## src/rtl/cache_line_bridge.sv

```systemverilog
// cache_line_bridge: line writeback/refill engine between the OTTER 2-way data cache and word-wide main memory.
// Build macro CACHE_CRITICAL_WORD_FIRST_EN (optional) starts each refill at the requested word and wraps.
module cache_line_bridge #(
  parameter int BEATS  = 8,
  parameter int WORD_W = 32
) (
  input  logic                    CLK,
  input  logic                    RST,
  input  logic                    req_valid,
  output logic                    req_ready,
  input  logic                    req_wb,
  input  logic                    req_fill,
  input  logic [31:0]             wb_addr,
  input  logic [BEATS*WORD_W-1:0] wb_line,
  input  logic [31:0]             fill_addr,
  output logic                    resp_valid,
  output logic [BEATS*WORD_W-1:0] resp_line,
  output logic                    mem_req,
  output logic                    mem_we,
  output logic [31:0]             mem_addr,
  output logic [WORD_W-1:0]       mem_wdata,
  input  logic [WORD_W-1:0]       mem_rdata,
  input  logic                    mem_ack
);

  localparam int CNT_W  = $clog2(BEATS);
  localparam int LINE_W = BEATS * WORD_W;

  typedef enum logic [1:0] {IDLE, WB, FILL, RESP} state_t;

  state_t              state;
  logic [CNT_W-1:0]    cnt;
  logic [31-CNT_W:0]   wb_hi;
  logic [31-CNT_W:0]   fill_hi;
  logic [CNT_W-1:0]    fill_off;
  logic                fill_pend;
  logic [LINE_W-1:0]   wb_buf;
  logic [LINE_W-1:0]   line_buf;

  logic [CNT_W-1:0]    cnt_nx;
  logic [CNT_W-1:0]    fill_idx;
  logic [CNT_W-1:0]    fill_idx_nx;
  logic [CNT_W-1:0]    fill_start;
  logic                last;
  logic                beat_done;
  logic [LINE_W-1:0]   filled;
  logic                unused_addr_bits;

  function automatic logic [WORD_W-1:0] word_at(input logic [LINE_W-1:0] line,
                                                input logic [CNT_W-1:0]  idx);
    return line[WORD_W*int'(idx) +: WORD_W];
  endfunction

  function automatic logic [LINE_W-1:0] put_word(input logic [LINE_W-1:0] line,
                                                 input logic [CNT_W-1:0]  idx,
                                                 input logic [WORD_W-1:0] w);
    logic [LINE_W-1:0] r;
    r = line;
    r[WORD_W*int'(idx) +: WORD_W] = w;
    return r;
  endfunction

`ifdef CACHE_CRITICAL_WORD_FIRST_EN
  assign fill_start = fill_addr[CNT_W-1:0];
`else
  assign fill_start = '0;
`endif

  // cnt counts acks in the phase; the fill word index is that count rotated by the start offset
  assign cnt_nx      = cnt + CNT_W'(1);
  assign fill_idx    = cnt + fill_off;
  assign fill_idx_nx = cnt_nx + fill_off;
  assign last        = (cnt == CNT_W'(BEATS - 1));
  assign beat_done   = mem_req && mem_ack;
  assign filled      = put_word(line_buf, fill_idx, mem_rdata);

  assign unused_addr_bits = ^{wb_addr[CNT_W-1:0], fill_addr[CNT_W-1:0]};

  always_ff @(posedge CLK) begin
    if (RST) begin
      state      <= IDLE;
      req_ready  <= 1'b1;
      resp_valid <= 1'b0;
      mem_req    <= 1'b0;
      mem_we     <= 1'b0;
      mem_addr   <= '0;
      mem_wdata  <= '0;
      resp_line  <= '0;
      cnt        <= '0;
      fill_off   <= '0;
      fill_pend  <= 1'b0;
    end else begin
      resp_valid <= 1'b0;
      case (state)
        IDLE: begin
          if (req_valid && req_ready) begin
            wb_hi     <= wb_addr[31:CNT_W];
            wb_buf    <= wb_line;
            fill_hi   <= fill_addr[31:CNT_W];
            fill_off  <= fill_start;
            fill_pend <= req_fill;
            req_ready <= 1'b0;
            cnt       <= '0;
            if (req_wb) begin
              state     <= WB;
              mem_req   <= 1'b1;
              mem_we    <= 1'b1;
              mem_addr  <= {wb_addr[31:CNT_W], {CNT_W{1'b0}}};
              mem_wdata <= wb_line[WORD_W-1:0];
            end else if (req_fill) begin
              state    <= FILL;
              mem_req  <= 1'b1;
              mem_we   <= 1'b0;
              mem_addr <= {fill_addr[31:CNT_W], fill_start};
            end else begin
              state      <= RESP;
              resp_valid <= 1'b1;
            end
          end
        end
        WB: begin
          if (beat_done) begin
            cnt <= cnt_nx;
            if (last) begin
              // mem_req stays high straight into the refill when one is pending
              if (fill_pend) begin
                state    <= FILL;
                mem_we   <= 1'b0;
                mem_addr <= {fill_hi, fill_off};
              end else begin
                state      <= RESP;
                mem_req    <= 1'b0;
                mem_we     <= 1'b0;
                resp_valid <= 1'b1;
              end
            end else begin
              mem_addr  <= {wb_hi, cnt_nx};
              mem_wdata <= word_at(wb_buf, cnt_nx);
            end
          end
        end
        FILL: begin
          if (beat_done) begin
            cnt      <= cnt_nx;
            line_buf <= filled;
            if (last) begin
              state      <= RESP;
              mem_req    <= 1'b0;
              resp_valid <= 1'b1;
              resp_line  <= filled;
            end else begin
              mem_addr <= {fill_hi, fill_idx_nx};
            end
          end
        end
        RESP: begin
          state     <= IDLE;
          req_ready <= 1'b1;
        end
        default: state <= IDLE;
      endcase
    end
  end

endmodule
```

## config.mk

```make
export PLATFORM = sky130hd
export DESIGN_NAME = cache_line_bridge
export DESIGN_NICKNAME = d
export VERILOG_FILES = /design/src/rtl/cache_line_bridge.sv
export SDC_FILE = /design/constraint.sdc
export NUM_CORES = 1
export LEC_CHECK = 0
export BUFFER_PORTS_ARGS = -buffer_cell sky130_fd_sc_hd__buf_2
export CAP_MARGIN = 10
export CORE_ASPECT_RATIO = 0.75
export CORE_MARGIN = 2
export CORE_UTILIZATION = 55
export CTS_CLUSTER_DIAMETER = 120
export CTS_CLUSTER_SIZE = 40
export DETAILED_ROUTE_END_ITERATION = 8
export GPL_ROUTABILITY_DRIVEN = 0
export GPL_TIMING_DRIVEN = 0
export PLACE_DENSITY_LB_ADDON = 0.25
export REMOVE_ABC_BUFFERS = 1
export SKIP_LAST_GASP = 1
export SYNTH_ARGS = -nofsm -noshare
export SYNTH_HDL_FRONTEND = slang
export SYNTH_SLANG_ARGS = --single-unit
```

## constraint.sdc

```tcl
create_clock -name CLK -period 39 [get_ports CLK]
set_clock_uncertainty 0.1 [all_clocks]
set_input_delay 5.85 -clock CLK [delete_from_list [all_inputs] [get_ports CLK]]
set_output_delay 5.85 -clock CLK [all_outputs]
set_load 0.02 [all_outputs]
```

==> summary.txt, run 1 <==
Finish
  – Layout cell share with drive strength beyond 1: 32.88%
  – Fin nets: 3606
  – Filler instances: 4923
  – Register area: 23730 um^2
  – Post-Layout Cell Count: 4153
  – Area of the multi-input gates: 11830 um^2
  – Area Overhead vs Synth: 15.63%

Power and ir drop
  – Power Total: 2.221 mW
  – Combinational power share: 30.0%
  – Max VDD drop: 0.05322 mV
  – Switch share: 31.98%
  – Sequential share of power: 51.6%
  – Clock Power Share: 18.4%
  – Leak: 16.84 nW
  – Net Sw Power: 710.4 uW
  – Int Power: 1.511 mW
  – PD cells: 52.74 nW/um^2

Logic synthesis
  – Post-synth EDFFs: 570
  – Main combinational cell family by area after synthesis: compound AO/OA/AOI/OAI gates
  – Top cells by area, synth: edfxtp_1 (47%), dfxtp_1 (18%), mux2_2 (4.1%)
  – Ys async rst share: 0%
  – Top-count cell post-synth: edfxtp_1
  – Post-synth top area share: 46.99%
  – Avg Cell Area, Syn: 13.56 um^2
  – Yosys cell types: 54
  – Cell taking the most area after synthesis: edfxtp_1
  – Register area share after synthesis: 65.12%
  – Synth Area in Adders: 0.4465%
  – Post-synthesis xor/xnor area fraction: 0%
  – Seq cells post-synth: 900
  – YS warnings: 0
  – Main synth FF type: edfxtp_1
  – Synth Area in Compound Gates: 12.06%
  – Post-synthesis mux area share: 11.64%
  – Cell area after synthesis: 36430 um^2
  – Post-synth top cells: edfxtp_1 (570), dfxtp_1 (330), o21ai_0 (257)
  – Synth Area in Simple Gates: 7.955%
  – Post-synthesis cell count: 2687

Floorplan
  – Initial Util: 55.73%
  – Core area: 65370 um^2
  – Die Span Y: 226.9 um
  – Die ar.: 68330 um^2
  – Die extent in x: 301.2 um
  – # IOs: 682
  – Num rows: 81

STA
  – Final TNS setup: 0 ns
  – Final period util: 22.68%
  – Max-slew headroom: 20.11%
  – Slew Limit Fails: 0
  – Final WS setup: 30.16 ns
  – Unrepaired setup endpoints after global routing: false
  – Final setup vio count: 0
  – Hold slack: 0.3616 ns
  – Max Freq: 113.1 MHz
  – Worst-margin pin slew: 1.198 ns
  – Tmin final: 8.845 ns
  – Final Hold Vio Count: 0

CTS
  – Worst-path clk slew: 0.14 ns
  – Post-CTS sizing: 0
  – Total CTS buffers: 26
  – Root buf cell: clkbuf_16
  – CTS Hold Bufs: 0
  – Number of H-tree levels: 1
  – CTS tree: built
  – Post-CTS Repair Setup Buffers: 0
  – Max Root-Sink Buffers: 3
  – Number of clock sinks: 900
  – Clk_lat worst skew: 0.65 ns

GRT
  – Tot GR Track Use: 28.96%
  – First-pass GRT wire length: 151.6 mm
  – Vias in the first global route: 24720
  – Largest net degree at the start of global routing: 140
  – Overflow after GRT: 0
  – Initial antenna violation count: 28

Worst setup path
  – CP arrival: 9.10 ns
  – WS Path Type: primary input to register
  – Nature of the critical path endpoint: register
  – Beginning of the worst register-to-register path: state[0]
  – Crit Path Max Fanout: 26
  – Worst setup path start: RST
  – Required time of the critical path: 39.26 ns
  – Startpoint types: primary input

Drt
  – Final ANT Viol Nets: 0
  – Initial detailed-routing violation count: 2210
  – Drt first pass iters: 7
  – Routed vias: 25250
  – DRC violations left: 0
  – Final WL: 103.1 mm
  – Average wire per standard cell: 24.83 um
  – Vias per cell: 6.079

Placement
  – PortBufs: 675
  – Placed Cells: 4076
  – DP Wirelength: 68.81 mm
  – Pre-CTS setup slack: 29.44 ns

Hold path
  – Hold crit path type: register to register
  – Hold path start: mem_wdata[24]

Run status
  – Status: finished clean

Run
  – Maxcap violations: 0
==> cell type report <==
cell class	instances	share of cell area (%)
flip-flops and latches	900	56.34
multi-input cells	1558	28.08
repair buffers	743	10.94
well taps	871	2.587
clock buffers	46	1.773
diodes	28	0.1663
inverters	6	0.07129
clock inverters	1	0.04753
==> layer usage <==
metal	global-route usage [%]	part of all wire, %
met2	47.22	48
met4	9.613	3.4
met5	0	0.019
met1	40.02	41
met3	4.369	7.1
==> worst max-delay path, cell delays in order <==
cell     delay (ns)
buf_2          0.33
buf_12         0.28
nor3b_2        0.83
buf_6          0.29
buf_6          0.16
buf_6          0.18
buf_6          0.20
buf_6          0.19
buf_6          0.18
buf_8          0.17
buf_6          0.19
buf_8          0.18
==> flip-flops by register name, indices dropped and copies added (netlist names) <==
signal,cells
state,2
req_ready,1
resp_valid,1
mem_wdata,32
wb_buf,256
fill_hi,29
mem_req,1
fill_pend,1
cnt,3
line_buf,256
resp_line,256
wb_hi,29
mem_we,1
mem_addr,32
==> cells by family (layout without fill, tap and decap cells) <==
group / count (synthesis) / after routing
adders and majority gates: 13 / 13
other: 0 / 28
buffers and inverters: 229 / 796
and+or+nand+nor: 594 / 594
AOI/OAI and AO/OA: 654 / 654
DFF: 900 / 900
muxes: 297 / 297
==> metrics by stage <==
stage / cell area (um^2) / util (%)
global placement: 39910 / 61.05
finish: 42120 / 64.43
detailed placement: 41240 / 63.09
global route: 42100 / 64.41
CTS: 42010 / 64.27
floorplan: 35440 / -
==> cells in the final DEF, fill, tap and decap left out, types with 4 or more instances in the layout <==
cell type,count
a211o_1,32
a211oi_1,30
a21oi_1,67
a22o_1,30
a22oi_1,29
a31oi_1,65
and3_1,23
and3b_1,22
and4b_1,10
buf_12,22
buf_16,15
buf_2,675
buf_6,24
buf_8,7
clkbuf_1,19
clkbuf_16,27
dfxtp_1,327
diode_2,28
edfxtp_1,570
ha_1,8
inv_1,4
mux2_2,134
mux2_4,60
mux2i_1,39
mux4_2,64
nand2_1,201
nand3_1,4
nor2_1,234
nor2b_1,33
nor4bb_1,42
o2111ai_1,34
o21ai_0,257
o21ba_1,85
o21ba_2,11
==> power groups by stage <==
stage	Sequential, mW	Combinational (mW)	Clock, mW
global route	1.15	0.711	0.442
floorplan	1.23	0.379	0
CTS	1.14	0.664	0.416
finish	1.15	0.666	0.410
global placement	1.22	0.611	0
detailed placement	1.17	0.663	0
==> final timing paths <==
path | endpoint | slack [ns] | cells after the start
max | line_buf[50] | 30.16 | 12
min reg2reg | mem_wdata[24] | 0.36 | 2
max reg2reg | line_buf[50] | 35.02 | 12
min | mem_wdata[24] | 0.36 | 2
Power figures use the tool's default switching activity.
==> run 2: changes to the inputs <==
--- a/config.mk
+++ b/config.mk
@@ -5,6 +5,7 @@
 export SDC_FILE = /design/constraint.sdc
 export NUM_CORES = 1
 export LEC_CHECK = 0
+export ABC_AREA = 1
 export BUFFER_PORTS_ARGS = -buffer_cell sky130_fd_sc_hd__buf_2
 export CAP_MARGIN = 10
 export CORE_ASPECT_RATIO = 0.75
==> constraint.sdc (replaced) <==
create_clock -name CLK -period 9.09 [get_ports CLK]
set_clock_uncertainty 0.1 [all_clocks]
set_input_delay 1.3635 -clock CLK [delete_from_list [all_inputs] [get_ports CLK]]
set_output_delay 1.3635 -clock CLK [all_outputs]
set_load 0.02 [all_outputs]
==> run 2 against run 1 <==
Net effect:
- sequential share of layout area shrank 3.2 points
- total power grew to 4.4 times the previous value
- non-clock buffer count shrank 1
- global-route usage grew 0.79 points
- wire length grew 9.7%
- die area grew 7.4%
- sequential power grew to 4.2 times the previous value
- synthesized cell count grew 68%
- hold slack gained 0.032 ns
- setup slack lost 26 ns
- via count grew 26%
- utilization shrank 0.88 points
- critical path type is now register to register
==> summary.txt, run 2 <==
Run status
  – Status: finished clean (unchanged)

Worst setup path
  – Crit path max-delay family: buffers and inverters (unchanged)
  – Reg-to-Reg End: resp_line[159] (was line_buf[50])
  – Cells on worst reg2reg path: 11 (was 12)
  – WS Path Type: register to register (was primary input to register)
  – CP arrival: 5.05 ns (was 9.10 ns)
  – CP max stage cell: dfxtp_4 (was nor3b_2)
  – Cell Chain, Critical Path: inv_8 > ha_4 > ha_1 > nor2_4 > inv_1 > buf_16 > nor3_1 > nand2_1 > nand2_1 > o21ai_0 > inv_1 (was buf_2 > buf_12 > nor3b_2 > buf_6 > buf_6 > buf_6 > buf_6 > buf_6 > buf_6 > buf_8 > buf_6 > buf_8)
  – Crit Path Max Fanout: 58 (was 26)
  – Nature of the critical path endpoint: register (unchanged)
  – Required time of the critical path: 9.57 ns (was 39.26 ns)
  – Crit-path max cell delay: 0.93 ns (was 0.83 ns)
  – WP buf/inv: 4 (was 11)
  – Startpoint types: register (was primary input)
  – Worst setup path start: cnt[0] (was RST)
  – Beginning of the worst register-to-register path: cnt[0] (was state[0])
  – R2R Setup Slk: 4.52 ns (was 35.02 ns)

Logic synthesis
  – Avg Cell Area, Syn: 8.663 um^2 (was 13.56 um^2)
  – Cell taking the most area after synthesis: edfxtp_1 (unchanged)
  – Top-count cell post-synth: nand2_1 (was edfxtp_1)
  – Post-synth top area share: 43.69% (was 46.99%)
  – Register area share after synthesis: 60.56% (was 65.12%)
  – Post-synthesis cell count: 4522 (was 2687)
  – YS warnings: 0 (unchanged)
  – Ys async rst share: 0% (unchanged)
  – Top cells by area, synth: edfxtp_1 (44%), dfxtp_1 (17%), nand2_1 (10%) (was edfxtp_1 (47%), dfxtp_1 (18%), mux2_2 (4.1%))
  – Cell area after synthesis: 39170 um^2 (was 36430 um^2)
  – Seq cells post-synth: 900 (unchanged)
  – Main synth FF type: edfxtp_1 (unchanged)
  – Yosys cell types: 30 (was 54)
  – Post-synth top cells: nand2_1 (1082), nor2_1 (713), inv_1 (633) (was edfxtp_1 (570), dfxtp_1 (330), o21ai_0 (257))
  – Post-synth EDFFs: 570 (unchanged)

STA
  – Final period util: 50.32%
  – Max-slew headroom: 16.40% (was 20.11%)
  – Final setup vio count: 0 (unchanged)
  – Hold slack: 0.3934 ns (was 0.3616 ns)
  – Final Hold Vio Count: 0 (unchanged)
  – Worst-margin pin slew: 1.251 ns (was 1.198 ns)
  – Slew Limit Fails: 0 (unchanged)
  – Unrepaired setup endpoints after global routing: false (unchanged)
  – Tmin final: 4.574 ns
  – Final TNS setup: 0 ns (unchanged)
  – Max Freq: 218.6 MHz

Power and ir drop
  – Clock Power Share: 18.2% (was 18.4%)
  – Power Total: 9.736 mW (was 2.221 mW)
  – Int Power: 6.264 mW (was 1.511 mW)
  – Combinational power share: 31.8% (was 30.0%)
  – Switch share: 35.66% (was 31.98%)
  – Leak: 21.41 nW (was 16.84 nW)
  – Net Sw Power: 3.472 mW (was 710.4 uW)
  – Sequential share of power: 50.0% (was 51.6%)
  – PD cells: 217.8 nW/um^2 (was 52.74 nW/um^2)
  – Max VDD drop: 0.2016 mV (was 0.05322 mV)

Drt
  – Final WL: 113.1 mm (was 103.1 mm)
  – DRC violations left: 0 (unchanged)
  – Average wire per standard cell: 18.76 um (was 24.83 um)
  – Initial detailed-routing violation count: 3115 (was 2210)
  – Drt first pass iters: 5 (was 7)
  – Final ANT Viol Nets: 0 (unchanged)
  – Routed vias: 31730 (was 25250)
  – Vias per cell: 5.264 (was 6.079)

Hold path
  – Hold path start: mem_we (was mem_wdata[24])
  – WHS Path Cells: 2 (unchanged)
  – Endpoint, Worst Hold: mem_we (was mem_wdata[24])
  – Hold crit path type: register to register (unchanged)

Floorplan
  – Num rows: 84 (was 81)
  – Die Span Y: 235.1 um (was 226.9 um)
  – Initial Util: 55.71% (was 55.73%)
  – Core area: 70310 um^2 (was 65370 um^2)
  – # IOs: 682 (unchanged)
  – Die extent in x: 312.2 um (was 301.2 um)
  – Die ar.: 73400 um^2 (was 68330 um^2)

CTS
  – Post-CTS sizing: 0 (unchanged)
  – Root buf cell: clkbuf_16 (unchanged)
  – Post-CTS Repair Setup Buffers: 0 (unchanged)
  – CTS tree: built (unchanged)
  – Number of H-tree levels: 1 (unchanged)
  – Number of clock sinks: 900 (unchanged)
  – Clk_lat worst skew: 0.65 ns (about the same)
  – Max Root-Sink Buffers: 3 (unchanged)
  – Total CTS buffers: 26 (unchanged)
  – CTS Hold Bufs: 0 (unchanged)
  – Worst-path clk slew: 0.14 ns (about the same)

Finish
  – Layout cell share with drive strength beyond 1: 16.56% (was 32.88%)
  – Area of the multi-input gates: 11840 um^2 (was 11830 um^2)
  – Commonest non-fill, non-tap cell in the layout: nand2_1 (was buf_2)
  – Fin nets: 5393 (was 3606)
  – Filler instances: 5960 (was 4923)
  – Area Overhead vs Synth: 14.09% (was 15.63%)
  – Util after Layout: 63.56% (was 64.43%)
  – Biggest regs: line_buf (256), resp_line (256), wb_buf (256) (unchanged)
  – Most frequent cells in the layout: nand2_1 (1080), nor2_1 (711), buf_2 (674) (was buf_2 (675), edfxtp_1 (570), dfxtp_1 (327))
  – Register area: 23730 um^2 (about the same)

GRT
  – Tot GR Track Use: 29.75% (was 28.96%)
  – Initial antenna violation count: 39 (was 28)
  – First-pass GRT wire length: 170.7 mm (was 151.6 mm)
  – Largest net degree at the start of global routing: 191 (was 140)
  – Overflow after GRT: 0 (unchanged)
  – Vias in the first global route: 29320 (was 24720)

Placement
  – DP Wirelength: 75.58 mm (was 68.81 mm)
  – PortBufs: 675 (unchanged)

Run
  – Maxcap violations: 0 (unchanged)
run 2: worst max-delay path by stage:
| stage | slack [ns] | cells past startpoint | endpoint |
|---|---|---|---|
| 6_report | 4.52 | 11 | resp_line[159] |
| 3_3_place_gp | -29.56 | 2 | line_buf[106] |
| 2_1_floorplan | -11.14 | 1 | line_buf[0] |
| 3_5_place_dp | 4.29 | 9 | wb_buf[144] |
| 5_1_grt | 4.33 | 11 | resp_line[133] |
| 4_1_cts | 4.60 | 11 | resp_line[114] |
run 2: metal layers:
metal / global-route usage [%] / part of all wire (%)
met1: 40.05 / 41
met2: 47.66 / 47
met3: 5.136 / 8.4
met4: 12.97 / 4.4
met5: 0 / 0.042
run 2: power by group through the flow:
stage               sequential (mW)  clock (mW)  combinational [mW]
detailed placement             4.96           0                3.05
global route                   4.90        1.92                3.39
finish                         4.87        1.77                3.09
global placement               5.20           0                2.76
floorplan                      5.19           0                1.64
CTS                            4.87        1.80                3.07
run 2: layout make-up:
class	instances	area share (%)
Antenna cell	40	0.2240
Clock buffer	47	1.680
Clock inverter	1	0.04480
Inverter	640	5.431
Multi-Input combinational cell	2712	26.50
Sequential cell	900	53.09
Tap cell	946	2.649
Timing Repair Buffer	742	10.38
run 2: worst reg2reg max path: stages (launching register included):
cell and delay, ns:
dfxtp_4 0.93, inv_8 0.37, ha_4 0.32, ha_1 0.23, nor2_4 0.93, inv_1 0.76, buf_16 0.38, nor3_1 0.17
nand2_1 0.08, nand2_1 0.08, o21ai_0 0.08, inv_1 0.08
run 2: logic make-up after synthesis:
logic type	synth area share [%]
adders and majority gates	0.4152
and+or+nand+nor	23.44
AOI/OAI and AO/OA	6.098
DFF	60.56
buffers and inverters	9.490
run 2: per-stage QoR:
stage / cell area [um^2] / setup slack [ns] / std cells
4_1_cts: 44590 / 4.601 / 5988
5_1_grt: 44680 / 4.331 / 6023
3_3_place_gp: 42420 / -29.56 / 5873
3_5_place_dp: 43820 / 4.285 / 5940
2_1_floorplan: 37860 / -11.14 / 4252
6_report: 44690 / 4.516 / 6028
